[src/rtl/matrix_stream_arbiter_pkg.sv]
// matrix_ip_pkg: shared state type, frame geometry and round-robin pick for the matrix stream arbiter
package matrix_ip_pkg;
  typedef enum logic {IDLE, XFER} state_t;
  localparam int DEF_SIZE = 4;
  localparam int DEF_NUM_REQ = 2;
  localparam int FRAME = DEF_SIZE * DEF_SIZE;
  localparam int CNT_W = $clog2(FRAME);
  localparam int ID_W = $clog2(DEF_NUM_REQ);
  // Nearest valid requester at or after ptr, wrapping; scanned far-to-near so the nearest wins.
  function automatic int rr_pick(input logic [7:0] valid, input int n, input int ptr);
    int pick;
    pick = ptr;
    for (int k = 7; k >= 0; k--)
      if (k < n && valid[(ptr + k) % n]) pick = (ptr + k) % n;
    return pick;
  endfunction
endpackage

[src/rtl/matrix_stream_arbiter_if.sv]
// matrix_stream_arbiter_if: requester, engine and response stream bundle for the matrix stream arbiter
interface matrix_stream_arbiter_if
  import matrix_ip_pkg::*;
#(
  parameter int DATA_WIDTH = 32,
  parameter int NUM_REQ = DEF_NUM_REQ
);
  logic [NUM_REQ*DATA_WIDTH-1:0] req_tdata;
  logic [NUM_REQ-1:0] req_tvalid, req_tlast, req_tready;
  logic [DATA_WIDTH-1:0] eng_in_tdata, eng_out_tdata, rsp_tdata;
  logic eng_in_tvalid, eng_in_tlast, eng_in_tready;
  logic eng_out_tvalid, eng_out_tlast, eng_out_tready;
  logic [NUM_REQ-1:0] rsp_tvalid, rsp_tlast, rsp_tready;
  modport slave (
    input req_tdata, req_tvalid, req_tlast, eng_in_tready,
    input eng_out_tdata, eng_out_tvalid, eng_out_tlast, rsp_tready,
    output req_tready, eng_in_tdata, eng_in_tvalid, eng_in_tlast,
    output eng_out_tready, rsp_tdata, rsp_tvalid, rsp_tlast
  );
  modport master (
    output req_tdata, req_tvalid, req_tlast, eng_in_tready,
    output eng_out_tdata, eng_out_tvalid, eng_out_tlast, rsp_tready,
    input req_tready, eng_in_tdata, eng_in_tvalid, eng_in_tlast,
    input eng_out_tready, rsp_tdata, rsp_tvalid, rsp_tlast
  );
endinterface

[src/rtl/matrix_stream_arbiter_tag_fifo.sv]
// arb_tag_fifo: small synchronous FIFO holding the requester id of each matrix in flight
module arb_tag_fifo #(
  parameter int DEPTH = 2,
  parameter int W = 1
) (
  input  logic clk,
  input  logic rst,
  input  logic push,
  input  logic pop,
  input  logic [W-1:0] din,
  output logic [W-1:0] head,
  output logic full,
  output logic empty
);
  localparam int AW = $clog2(DEPTH);
  localparam int OW = AW + 1;
  logic [W-1:0] mem [DEPTH];
  logic [AW-1:0] wp, rp;
  logic [OW-1:0] cnt;
  logic push_ok, pop_ok;
  assign full = cnt == OW'(DEPTH);
  assign empty = cnt == '0;
  assign head = mem[rp];
  assign pop_ok = pop && !empty;
  assign push_ok = push && (!full || pop_ok);
  always_ff @(posedge clk) begin
    if (rst) begin
      wp <= '0;
      rp <= '0;
      cnt <= '0;
    end else begin
      if (push_ok) wp <= wp + 1'b1;
      if (pop_ok) rp <= rp + 1'b1;
      cnt <= cnt + OW'(push_ok) - OW'(pop_ok);
    end
  end
  always_ff @(posedge clk)
    if (push_ok) mem[wp] <= din;
endmodule

[src/rtl/matrix_stream_arbiter.sv]
// matrix_stream_arbiter: whole-matrix round-robin sharing of one matrix engine with tagged result routing.
// Optional ARB_TLAST_CHECK_EN adds a sticky frame_err tlast consistency flag.
module matrix_stream_arbiter
  import matrix_ip_pkg::*;
#(
  parameter int SIZE = DEF_SIZE,
  parameter int DATA_WIDTH = 32,
  parameter int NUM_REQ = DEF_NUM_REQ,
  parameter int TAG_DEPTH = 2
) (
  input  logic clk,
  input  logic rst,
  matrix_stream_arbiter_if.slave bus,
  output logic [$clog2(NUM_REQ)-1:0] grant_id,
  output logic busy
`ifdef ARB_TLAST_CHECK_EN
  , output logic frame_err
`endif
);
  localparam int FRM = SIZE * SIZE;
  localparam int CW = $clog2(FRM);
  localparam int IW = $clog2(NUM_REQ);
  state_t state;
  logic [IW-1:0] rr_ptr, pick, head;
  logic [CW-1:0] in_cnt, out_cnt;
  logic full, empty, push, pop, in_hs, out_hs, in_last, out_last, xfer;
  assign xfer = state == XFER;
  assign pick = IW'(rr_pick(8'(bus.req_tvalid), NUM_REQ, int'(rr_ptr)));
  assign push = !xfer && |bus.req_tvalid && !full;
  assign in_last = in_cnt == CW'(FRM - 1);
  assign out_last = out_cnt == CW'(FRM - 1);
  assign in_hs = xfer && bus.req_tvalid[grant_id] && bus.eng_in_tready;
  assign out_hs = !empty && bus.eng_out_tvalid && bus.rsp_tready[head];
  assign pop = out_hs && out_last;
  assign busy = xfer || !empty;
  assign bus.eng_in_tdata = bus.req_tdata[grant_id*DATA_WIDTH +: DATA_WIDTH];
  assign bus.eng_in_tvalid = xfer && bus.req_tvalid[grant_id];
  assign bus.eng_in_tlast = in_last;
  assign bus.req_tready = xfer ? NUM_REQ'(bus.eng_in_tready) << grant_id : '0;
  assign bus.eng_out_tready = !empty && bus.rsp_tready[head];
  assign bus.rsp_tdata = bus.eng_out_tdata;
  assign bus.rsp_tvalid = empty ? '0 : NUM_REQ'(bus.eng_out_tvalid) << head;
  assign bus.rsp_tlast = empty ? '0 : NUM_REQ'(bus.eng_out_tlast) << head;
  always_ff @(posedge clk) begin
    if (rst) begin
      state <= IDLE;
      rr_ptr <= '0;
      grant_id <= '0;
      in_cnt <= '0;
    end else if (!xfer) begin
      if (push) begin
        grant_id <= pick;
        state <= XFER;
      end
    end else if (in_hs) begin
      in_cnt <= in_last ? '0 : in_cnt + 1'b1;
      if (in_last) begin
        state <= IDLE;
        rr_ptr <= grant_id == IW'(NUM_REQ - 1) ? '0 : grant_id + 1'b1;
      end
    end
  end
  always_ff @(posedge clk) begin
    if (rst) out_cnt <= '0;
    else if (out_hs) out_cnt <= out_last ? '0 : out_cnt + 1'b1;
  end
  // Tags are pushed at grant time so results route in engine (grant) order.
  arb_tag_fifo #(.DEPTH(TAG_DEPTH), .W(IW)) u_tags (
    .clk(clk), .rst(rst), .push(push), .pop(pop), .din(pick),
    .head(head), .full(full), .empty(empty)
  );
`ifdef ARB_TLAST_CHECK_EN
  always_ff @(posedge clk) begin
    if (rst) frame_err <= 1'b0;
    else if ((in_hs && bus.req_tlast[grant_id] != in_last) || (out_hs && bus.eng_out_tlast != out_last))
      frame_err <= 1'b1;
  end
`else
  logic unused_tlast;
  assign unused_tlast = ^bus.req_tlast;
`endif
endmodule

[src/flat_wrapper.sv]
// flat-port wrapper written by rule: the top's interface ports become plain ports
module matrix_stream_arbiter_flat import matrix_ip_pkg::*;
#(
  parameter int SIZE = DEF_SIZE,
  parameter int DATA_WIDTH = 32,
  parameter int NUM_REQ = DEF_NUM_REQ,
  parameter int TAG_DEPTH = 2
)
  (clk, rst, grant_id, busy, bus_req_tdata, bus_req_tvalid, bus_req_tlast, bus_eng_in_tready, bus_eng_out_tdata, bus_eng_out_tvalid, bus_eng_out_tlast, bus_rsp_tready, bus_req_tready, bus_eng_in_tdata, bus_eng_in_tvalid, bus_eng_in_tlast, bus_eng_out_tready, bus_rsp_tdata, bus_rsp_tvalid, bus_rsp_tlast);
  matrix_stream_arbiter_if #(.DATA_WIDTH(DATA_WIDTH), .NUM_REQ(NUM_REQ)) bus_i ();
  input  logic clk;
  input  logic rst;
  output logic [$clog2(NUM_REQ)-1:0] grant_id;
  output logic busy;
  input wire logic [$bits(bus_i.req_tdata)-1:0] bus_req_tdata;
  input wire logic [$bits(bus_i.req_tvalid)-1:0] bus_req_tvalid;
  input wire logic [$bits(bus_i.req_tlast)-1:0] bus_req_tlast;
  input wire logic [$bits(bus_i.eng_in_tready)-1:0] bus_eng_in_tready;
  input wire logic [$bits(bus_i.eng_out_tdata)-1:0] bus_eng_out_tdata;
  input wire logic [$bits(bus_i.eng_out_tvalid)-1:0] bus_eng_out_tvalid;
  input wire logic [$bits(bus_i.eng_out_tlast)-1:0] bus_eng_out_tlast;
  input wire logic [$bits(bus_i.rsp_tready)-1:0] bus_rsp_tready;
  output wire logic [$bits(bus_i.req_tready)-1:0] bus_req_tready;
  output wire logic [$bits(bus_i.eng_in_tdata)-1:0] bus_eng_in_tdata;
  output wire logic [$bits(bus_i.eng_in_tvalid)-1:0] bus_eng_in_tvalid;
  output wire logic [$bits(bus_i.eng_in_tlast)-1:0] bus_eng_in_tlast;
  output wire logic [$bits(bus_i.eng_out_tready)-1:0] bus_eng_out_tready;
  output wire logic [$bits(bus_i.rsp_tdata)-1:0] bus_rsp_tdata;
  output wire logic [$bits(bus_i.rsp_tvalid)-1:0] bus_rsp_tvalid;
  output wire logic [$bits(bus_i.rsp_tlast)-1:0] bus_rsp_tlast;
  assign bus_i.req_tdata = bus_req_tdata;
  assign bus_i.req_tvalid = bus_req_tvalid;
  assign bus_i.req_tlast = bus_req_tlast;
  assign bus_i.eng_in_tready = bus_eng_in_tready;
  assign bus_i.eng_out_tdata = bus_eng_out_tdata;
  assign bus_i.eng_out_tvalid = bus_eng_out_tvalid;
  assign bus_i.eng_out_tlast = bus_eng_out_tlast;
  assign bus_i.rsp_tready = bus_rsp_tready;
  assign bus_req_tready = bus_i.req_tready;
  assign bus_eng_in_tdata = bus_i.eng_in_tdata;
  assign bus_eng_in_tvalid = bus_i.eng_in_tvalid;
  assign bus_eng_in_tlast = bus_i.eng_in_tlast;
  assign bus_eng_out_tready = bus_i.eng_out_tready;
  assign bus_rsp_tdata = bus_i.rsp_tdata;
  assign bus_rsp_tvalid = bus_i.rsp_tvalid;
  assign bus_rsp_tlast = bus_i.rsp_tlast;
  matrix_stream_arbiter #(.SIZE(SIZE), .DATA_WIDTH(DATA_WIDTH), .NUM_REQ(NUM_REQ), .TAG_DEPTH(TAG_DEPTH)) u_core (.clk(clk), .rst(rst), .bus(bus_i), .grant_id(grant_id), .busy(busy));
endmodule
[config.mk]
export PLATFORM = sky130hd
export DESIGN_NAME = matrix_stream_arbiter_flat
export DESIGN_NICKNAME = d
export VERILOG_FILES = /design/src/rtl/matrix_stream_arbiter_pkg.sv /design/src/rtl/matrix_stream_arbiter_if.sv /design/src/rtl/matrix_stream_arbiter_tag_fifo.sv /design/src/rtl/matrix_stream_arbiter.sv /design/src/flat_wrapper.sv
export SDC_FILE = /design/constraint.sdc
export NUM_CORES = 1
export LEC_CHECK = 0
export CORE_MARGIN = 2
export CORE_UTILIZATION = 25
export CTS_BUF_LIST = sky130_fd_sc_hd__clkbuf_4 sky130_fd_sc_hd__clkbuf_8 sky130_fd_sc_hd__clkbuf_16
export DETAILED_ROUTE_END_ITERATION = 8
export PLACE_DENSITY = 0.81
export SYNTH_ARGS = -nofsm -noshare
export SYNTH_HDL_FRONTEND = slang
export SYNTH_HIERARCHICAL = 1
export SYNTH_SLANG_ARGS = --single-unit
export TNS_END_PERCENT = 100
[constraint.sdc]
create_clock -name clk -period 2.01 [get_ports clk]
set_input_delay 0.3015 -clock clk [delete_from_list [all_inputs] [get_ports clk]]
set_output_delay 0.3015 -clock clk [all_outputs]
set_load 0.1 [all_outputs]
After elaboration in Yosys (flattened, before gate mapping)
Memory sizes are Yosys's and may differ from the RTL's. A register that Yosys moved wholly into a read port is not among the register bits.
Index checks and enable logic that the tools add are counted.
{"block": "classes", "shift": 4, "n_addsub": 8, "n_reduce_logical": 20, "n_mux": 25, "magnitude_cmp": 4, "n_eq_ne": 3, "bitwise_logic": 2}
{"operator": "64-bit by 7-bit indexed part select with 32-bit output", "count": 1}
{"operator": "1-bit 2-to-1 mux", "count": 19}
{"operator": "1-bit logical AND", "count": 10}
{"operator": "4-bit by 1-bit adder with 4-bit output, second input constant", "count": 2}
{"operator": "4-bit equality test, second input constant", "count": 2}
{"operator": "4-bit 2-to-1 mux", "count": 2}
{"operator": "2-bit 2-to-1 mux", "count": 3}
{"operator": "1-bit by 1-bit left shift with 2-bit output", "count": 3}
{"operator": "2-bit by 5-bit < comparator with 1-bit output, second input constant", "count": 1}
{"operator": "1-bit adder, second input constant", "count": 4}
{"operator": "1-bit by 2-bit < comparator with 1-bit output, second input constant", "count": 2}
{"operator": "1-bit by 4-bit < comparator with 1-bit output, second input constant", "count": 1}
{"operator": "2-bit AND reduction", "count": 2}
{"operator": "1-bit logical NOT", "count": 3}
{"operator": "3-bit AND reduction", "count": 1}
{"operator": "2-bit by 1-bit adder with 2-bit output", "count": 1}
{"operator": "1-bit binary-select mux with 2-bit select", "count": 1}
{"operator": "2-bit equality test, second input constant", "count": 1}
{"operator": "2-bit logical NOT", "count": 1}
{"operator": "1-bit logical OR", "count": 2}
{"operator": "2-bit OR reduction", "count": 1}
{"operator": "2-bit by 1-bit subtractor with 2-bit output", "count": 1}
{"operator": "1-bit AND, first input constant", "count": 1}
{"operator": "1-bit NOT", "count": 1}
{"block": "totals", "ramBits": 2, "wordCells": 75, "output_inout_bits": 75, "mem_count": 1, "regBits": 15, "inputBits": 107}
{"memory": "u_core.u_tags.mem", "words": 2, "word_bits": 1, "rd": 1, "rd_clocked_by_memory_dff": 1, "write_ports": 1, "line": "matrix_stream_arbiter_tag_fifo.sv:17", "text": "logic [W-1:0] mem [DEPTH];"}

Logic depth before layout (Yosys ltp)
Gate-level depths: netlist of the first run.
{"block": "logic_depth", "ltp_word": 10, "depth_mapped": 10, "ltp_nobuf": 10}

Modules after synthesis
The synthesis of the first run kept the hierarchy.
{"module": "matrix_stream_arbiter", "cells_each": 149, "n_inst": 1, "seq_area_each_um2": 220.2, "area_each_um2": 1281.2}
{"module": "arb_tag_fifo", "cells_each": 33, "n_inst": 1, "seq_area_each_um2": 160.2, "area_each_um2": 319.1}

Worst setup path after synthesis of the first run
No wires, ideal clock.
{"block": "synth_timing", "path_type": "flip-flop to output port", "startpoint": "reg (tool-made name)", "endpoint": "out bus_rsp_tlast[0]", "setup_slack_ns": -1.179, "n_path_buf": 0, "path_stages_with_launch": 3, "arrival_ns": 2.887, "required_time_ns": 1.709, "path_cell_list": "dfxtp_1 > mux2_2 > nor3b_1"}
{"element": "end: declaration", "line": "flat_wrapper.sv:30", "text": "output wire logic [$bits(bus_i.rsp_tlast)-1:0] bus_rsp_tlast;"}

==> flow_metrics.env, run 1 <==
export IMPL_clockRootBuffer="clkbuf_8"
export IMPL_io_pins=182
export IMPL_core_area_mm2=0.00628
export IMPL_fin_crit_ns=2.00
export IMPL_overflow=0
export IMPL_grt_pass1_wl_um=8380
export IMPL_cp_slowest_stage_delay_ns=0.36
export IMPL_syn_nets=292
export IMPL_wirelength_um=5320
export IMPL_max_cap_viol_count=0
export IMPL_r2r_end="u_core/u_tags/cnt[1]"
export IMPL_clkTransAtPathRegs_ns=0.07
export IMPL_power_w=0.00283
export IMPL_place_ws_ns=-0.220
export IMPL_synth_edf_count=2
export IMPL_fin_skew_ns=0.00239
export IMPL_finalNetCount=393
export IMPL_vias=1621
export IMPL_crit_path_cell_trace="mux2_4 -> mux2_4 -> nand2_4 -> nor2_4 -> nor2b_1 -> o21ai_1 -> o21ai_1 -> ha_2 -> nor2_2 -> mux2_4"
export IMPL_ys_ff_latch=18
export IMPL_start_util_pct=25.5
export IMPL_track_usage_pct=14.6
export IMPL_final_cells=359
export IMPL_cp_slowest_cell="edfxtp_1"
export IMPL_crit_required_ns=2.15
export IMPL_critPathTopFamily="multiplexers"
export IMPL_hold_viol_final=0
export IMPL_insertion_delay_ns=0.25
export IMPL_drv_slew=0
export IMPL_rsz0062_at_grt="yes"
export IMPL_outcome="finished clean"
export IMPL_netlist_cell_type_count=37
export IMPL_powerDensity_mw_per_mm2=865
export IMPL_setup_violations=0
export IMPL_synth_flop_cell="dfxtp_1"
export IMPL_rows=29
export IMPL_worst_setup_path_end_kind="register"
export IMPL_fin_crit_sh_pct=99.4
export IMPL_grt_max_degree=27
export IMPL_first_iter_violations=33
export IMPL_critPathArrivalTime_ns=2.14
export IMPL_cts_sinks=18
export IMPL_syn_cell_area_mm2=0.00160
export IMPL_holdPathStages=2
export IMPL_ant_nets=0
export IMPL_place_inst=353
export IMPL_hp_start="u_core/u_tags/rp"
export IMPL_die_w_um=84.0
export IMPL_cp_start_kind="register"
export IMPL_n_antenna_cell=0
export IMPL_ir_worst_vdd_v=0.000767
export IMPL_path_max_fanout=3
export IMPL_clk_path_buf_depth=2
export IMPL_drt_wirelength_per_cell_um=14.8
export IMPL_cp_num_buf_inv=0
export IMPL_worstMarginPinSlew_ns=0.615
export IMPL_ff2ff_path_depth=10
export IMPL_antenna_found_initial=0
export IMPL_tns_ns=0
export IMPL_first_pass_iters=4
export IMPL_route_detailed_drc=0
export IMPL_crit_top_cell="mux2_4"
export IMPL_dpl_hpwl_um=4540
export IMPL_gp_congestion=0.792
export IMPL_io_buffers=115
export IMPL_grt_pass1_vias=1661
export IMPL_die_area_mm2=0.00706
export IMPL_max_slew_margin_pct=58.9
export IMPL_via_per_inst=4.52
export IMPL_postSynthCellCount=182
export IMPL_htreeDepth=1
export IMPL_setup_ws_ns=0.0123
export IMPL_postSynth_asyncResetShare_pct=0
export IMPL_ys_seq_area_share_pct=23.8
export IMPL_min_path_type="register to register"
export IMPL_yosysWarnings=6
export IMPL_max_clock_freq_mhz=501
export IMPL_p_leak_nw=1.30
export IMPL_critPathKind="register to register"
export IMPL_syn_area_per_cell_um2=8.79
export IMPL_rrSetupSlack_ns=0.01
export IMPL_r2r_start="u_core/u_tags/mem[0]"
export IMPL_hold_buffers=0
export IMPL_cts_buffers=3
export IMPL_drive_gt1_share_pct=41.1
export IMPL_die_y_um=84.0
export IMPL_areaGrowthSynthToFinish_pct=104
export IMPL_min_to="u_core/u_tags/rp"
export IMPL_cts_tree="done"
-- power breakdown --
group	switching, W	leakage, nW	internal, W
registers	0.0000338	0.150	0.000414
clock network	0.000117	0.0231	0.000136
logic	0.00126	1.13	0.000871
total	0.00141	1.30	0.00142
-- flip-flops by register name (all words and copies together), names as in the netlist, named ones only --
name and count:
u_core/out_cnt 4, u_core/u_tags/mem 2, u_core/u_tags/rp 1, u_core/in_cnt 4, u_core/rr_ptr 1, u_core/grant_id 1
u_core/u_tags/wp 1, u_core/state 1, u_core/u_tags/cnt 2
-- Yosys cell counts, types with 2 or more instances --
library cell  instances  area (um2)
edfxtp_1              2        60.1
and2_1                3        18.8
o21ai_1               2        10.0
a31oi_1               2        12.5
a21oi_1               7        35.0
a211oi_1              2        15.0
nor2b_1               6        37.5
buf_2                 3        15.0
mux2i_1               2        20.0
dfxtp_1              16         320
buf_4                32         240
inv_1                 5        18.8
nand2b_1              5        31.3
nand2_1               4        15.0
nor2_1               16        60.1
mux2_2               37         417
ha_1                  3        37.5
o21ai_0               7        35.0
mux2_1                2        22.5
and3_1                4        25.0
nand3_1               6        30.0
-- metrics by stage --
step	hold WS [ns]	utilization (%)	area, um2
CTS	0.513	51.8	3250
floorplan	0.373	-	1630
detailed placement	0.497	50.5	3170
finish	0.509	52.1	3270
global route	0.535	52.1	3270
global placement	0.479	50.5	3170
-- worst max-delay path by stage --
stage	to	slack [ns]	cells past startpoint	startpoint
after floorplan	bus_rsp_tlast[0]	-0.16	2	u_core/u_tags/mem[0]
after global placement	u_core/u_tags/cnt[1]	-0.17	10	bus_eng_out_tvalid
after detailed placement	u_core/u_tags/cnt[1]	-0.22	10	bus_eng_out_tvalid
after CTS	u_core/u_tags/cnt[1]	0.03	10	u_core/u_tags/mem[0]
after global routing	u_core/u_tags/cnt[1]	-0.09	10	u_core/u_tags/mem[1]
final	u_core/u_tags/cnt[1]	0.01	10	u_core/u_tags/mem[0]
-- cell type report --
class / count / area [um2]
Fill cell: 565 / 3010
Sequential cell: 18 / 382
Tap cell: 77 / 96.3
Multi-Input combinational cell: 122 / 1000
Clock buffer: 3 / 41.3
Inverter: 5 / 18.8
Clock inverter: 1 / 3.75
Timing Repair Buffer: 133 / 1730
-- worst reg2reg max path: stages, from the launching register on --
cell and delay [ns]:
edfxtp_1 0.36, mux2_4 0.29, mux2_4 0.32, nand2_4 0.09, nor2_4 0.04, nor2b_1 0.11, o21ai_1 0.07, o21ai_1 0.09
ha_2 0.21, nor2_2 0.04, mux2_4 0.28
-- placed cells by master (no fill, tap or decap), types with 2 or more instances in the layout --
master,n
mux2_2,35
a21oi_1,7
buf_12,44
o21ai_0,5
nor2_4,2
nor2_1,11
and3_1,3
buf_4,17
and2_1,2
a211oi_1,2
mux2_4,3
o21ai_1,4
nand3_1,6
edfxtp_1,2
a31oi_1,2
nand2_1,3
inv_1,5
dfxtp_1,15
clkdlybuf4s50_1,72
nand2b_1,5
nor2_2,3
nor2b_1,5
ha_1,2
clkbuf_8,3
-- logic make-up after synthesis --
family          after synthesis  share of synthesized area [%]
compound gates               24                           8.60
xor+xnor                      1                          0.547
fa+ha+maj                     4                           2.97
buf+inv                      42                           18.1
flops                        18                           23.8
mux                          41                           28.7
simple gates                 52                           17.4
-- metal layers --
layer / up-vias / wire [um] / global-route usage (%)
li1: 810 / - / -
met4: 0 / 55 / 2.49
met5: - / 0 / 0
met3: 10 / 495 / 5.74
met2: 60 / 2770 / 25.6
met1: 741 / 2000 / 17.0
-- timing repair --
action / CTS / global route
setup endpoints to repair: 1 / 2
buffers inserted: 2 / 1
gates resized for setup: 9 / 4
pin swaps: 1 / 4
cloned: 0 / 0
Power figures use the tool's default switching activity.
==> run 2: changes to the inputs <==
- PLACE_DENSITY: 0.81 -> 0.77
==> flow_metrics.env, run 2 (synthesis gave the netlist of run 1 again) <==
export IMPL_p_leak_nw=1.29
export IMPL_ff_latch_area_um2=383
export IMPL_final_core_util_pct=51.8
export IMPL_die_w_um=84.0
export IMPL_hold_buffers=0
export IMPL_layout_common_cells="72 x clkdlybuf4s50_1, 44 x buf_12, 35 x mux2_2"
export IMPL_fin_skew_ns=0.00544
export IMPL_route_detailed_drc=0
export IMPL_hold_viol_final=0
export IMPL_rrSetupSlack_ns=-0.05
export IMPL_worst_setup_path_end_kind="register"
export IMPL_p_comb_share_pct=74.6
export IMPL_io_pins=182
export IMPL_n_antenna_cell=0
export IMPL_first_iter_violations=28
export IMPL_dpl_hpwl_um=4450
export IMPL_path_max_fanout=3
export IMPL_clkTransAtPathRegs_ns=0.07
export IMPL_tns_ns=-0.0533
export IMPL_wirelength_um=5310
export IMPL_min_path_type="register to register"
export IMPL_grt_pass1_vias=1676
export IMPL_setup_ws_ns=-0.0533
export IMPL_cts_buffers=3
export IMPL_max_slew_margin_pct=59.7
export IMPL_track_usage_pct=14.1
export IMPL_insertion_delay_ns=0.25
export IMPL_vias=1641
export IMPL_antenna_found_initial=0
export IMPL_die_area_mm2=0.00706
export IMPL_clk_path_buf_depth=2
export IMPL_multiInputGateArea_um2=993
export IMPL_max_clock_freq_mhz=485
export IMPL_start_util_pct=25.5
export IMPL_gp_congestion=0.790
export IMPL_clockPowerShare_pct=9.1
export IMPL_crit_required_ns=2.16
export IMPL_io_buffers=115
export IMPL_drt_wirelength_per_cell_um=14.9
export IMPL_intPower_w=0.00141
export IMPL_top_regs="u_core/in_cnt: 4 flops, u_core/out_cnt: 4 flops"
export IMPL_drv_slew=0
export IMPL_p_sw_w=0.00142
export IMPL_seqPwrFrac_pct=16.3
export IMPL_grt_max_degree=34
export IMPL_fin_crit_sh_pct=103
export IMPL_via_per_inst=4.60
export IMPL_overflow=0
export IMPL_grt_pass1_wl_um=8090
export IMPL_rsz0062_at_grt="yes"
export IMPL_first_pass_iters=4
export IMPL_core_area_mm2=0.00628
export IMPL_cp_start_kind="register"
export IMPL_rows=29
export IMPL_clockRootBuffer="clkbuf_8"
export IMPL_ant_nets=0
export IMPL_areaGrowthSynthToFinish_pct=103
export IMPL_die_y_um=84.0
export IMPL_drive_gt1_share_pct=40.4
export IMPL_htreeDepth=1
export IMPL_worstMarginPinSlew_ns=0.602
export IMPL_max_cap_viol_count=0
export IMPL_cts_sinks=18
export IMPL_final_common_cell="clkdlybuf4s50_1"
export IMPL_ir_worst_vdd_v=0.000767
export IMPL_setup_violations=1
export IMPL_violations="negative setup slack"
export IMPL_swShare_pct=50.2
export IMPL_critPathArrivalTime_ns=2.21
export IMPL_finalNetCount=391
export IMPL_nFillCells=573
export IMPL_critPathKind="register to register"
export IMPL_cts_tree="done"
export IMPL_outcome="finished with violations"
export IMPL_fin_crit_ns=2.06
export IMPL_powerDensity_mw_per_mm2=869
-- run 2: worst max-delay path, cell delays in order, from the launching register on --
cell and delay, ns:
edfxtp_1 0.36, mux2_4 0.28, mux2_4 0.32, nand2_4 0.07, nor2_4 0.04, nor2b_1 0.15, o21ai_1 0.09, o21ai_1 0.11
ha_2 0.21, nor2_1 0.04, mux2_4 0.29
-- run 2: path summary, 6_finish.rpt --
check                                          start              endpoint  cells after the start
worst max-delay path            u_core/u_tags/mem[0]  u_core/u_tags/cnt[1]                     10
worst min-delay path               u_core/out_cnt[1]     u_core/out_cnt[1]                      2
worst max register to register  u_core/u_tags/mem[0]  u_core/u_tags/cnt[1]                     10
worst min register to register     u_core/out_cnt[1]     u_core/out_cnt[1]                      2
-- run 2: final cells by class --
cell class / count / share of cell area, %
tap: 77 / 2.96
sequential: 18 / 11.8
timing repair buffer: 131 / 52.7
inverter: 5 / 0.577
clock buffer: 3 / 1.27
clock inverter: 1 / 0.115
multi-input combinational: 122 / 30.6
-- run 2: power groups by stage --
stage	combinational [W]	sequential [W]	clock [W]
4_1_cts	0.00210	0.000456	0.000265
6_report	0.00211	0.000460	0.000257
2_1_floorplan	0.00151	0.000472	0
3_5_place_dp	0.00207	0.000463	0
5_1_grt	0.00219	0.000465	0.000283
3_3_place_gp	0.00205	0.000461	0
-- run 2: per-layer routing --
layer | vias up | global-route usage, % | wire length (um)
met5 | - | 0 | 0
met4 | 0 | 4.40 | 116
met3 | 22 | 5.54 | 430
met2 | 70 | 26.3 | 2850
met1 | 743 | 14.5 | 1910
li1 | 806 | - | -
-- run 2: metrics by stage --
stage          setup WS, ns  power (W)  cells  hold WS [ns]  area [um2]
2_1_floorplan        -0.156    0.00199    182         0.373        1630
3_3_place_gp         -0.182    0.00251    351         0.483        3150
3_5_place_dp         -0.319    0.00253    351         0.493        3150
4_1_cts             -0.0194    0.00283    356         0.510        3230
5_1_grt              -0.131    0.00293    357         0.525        3250
6_report            -0.0533    0.00282    357         0.508        3250
-- run 2: repair_timing --
item / CTS / global route
setup endpoints to repair: 1 / 2
setup buffers: 2 / 1
gates resized for setup: 9 / 3
pin swaps: 3 / 4
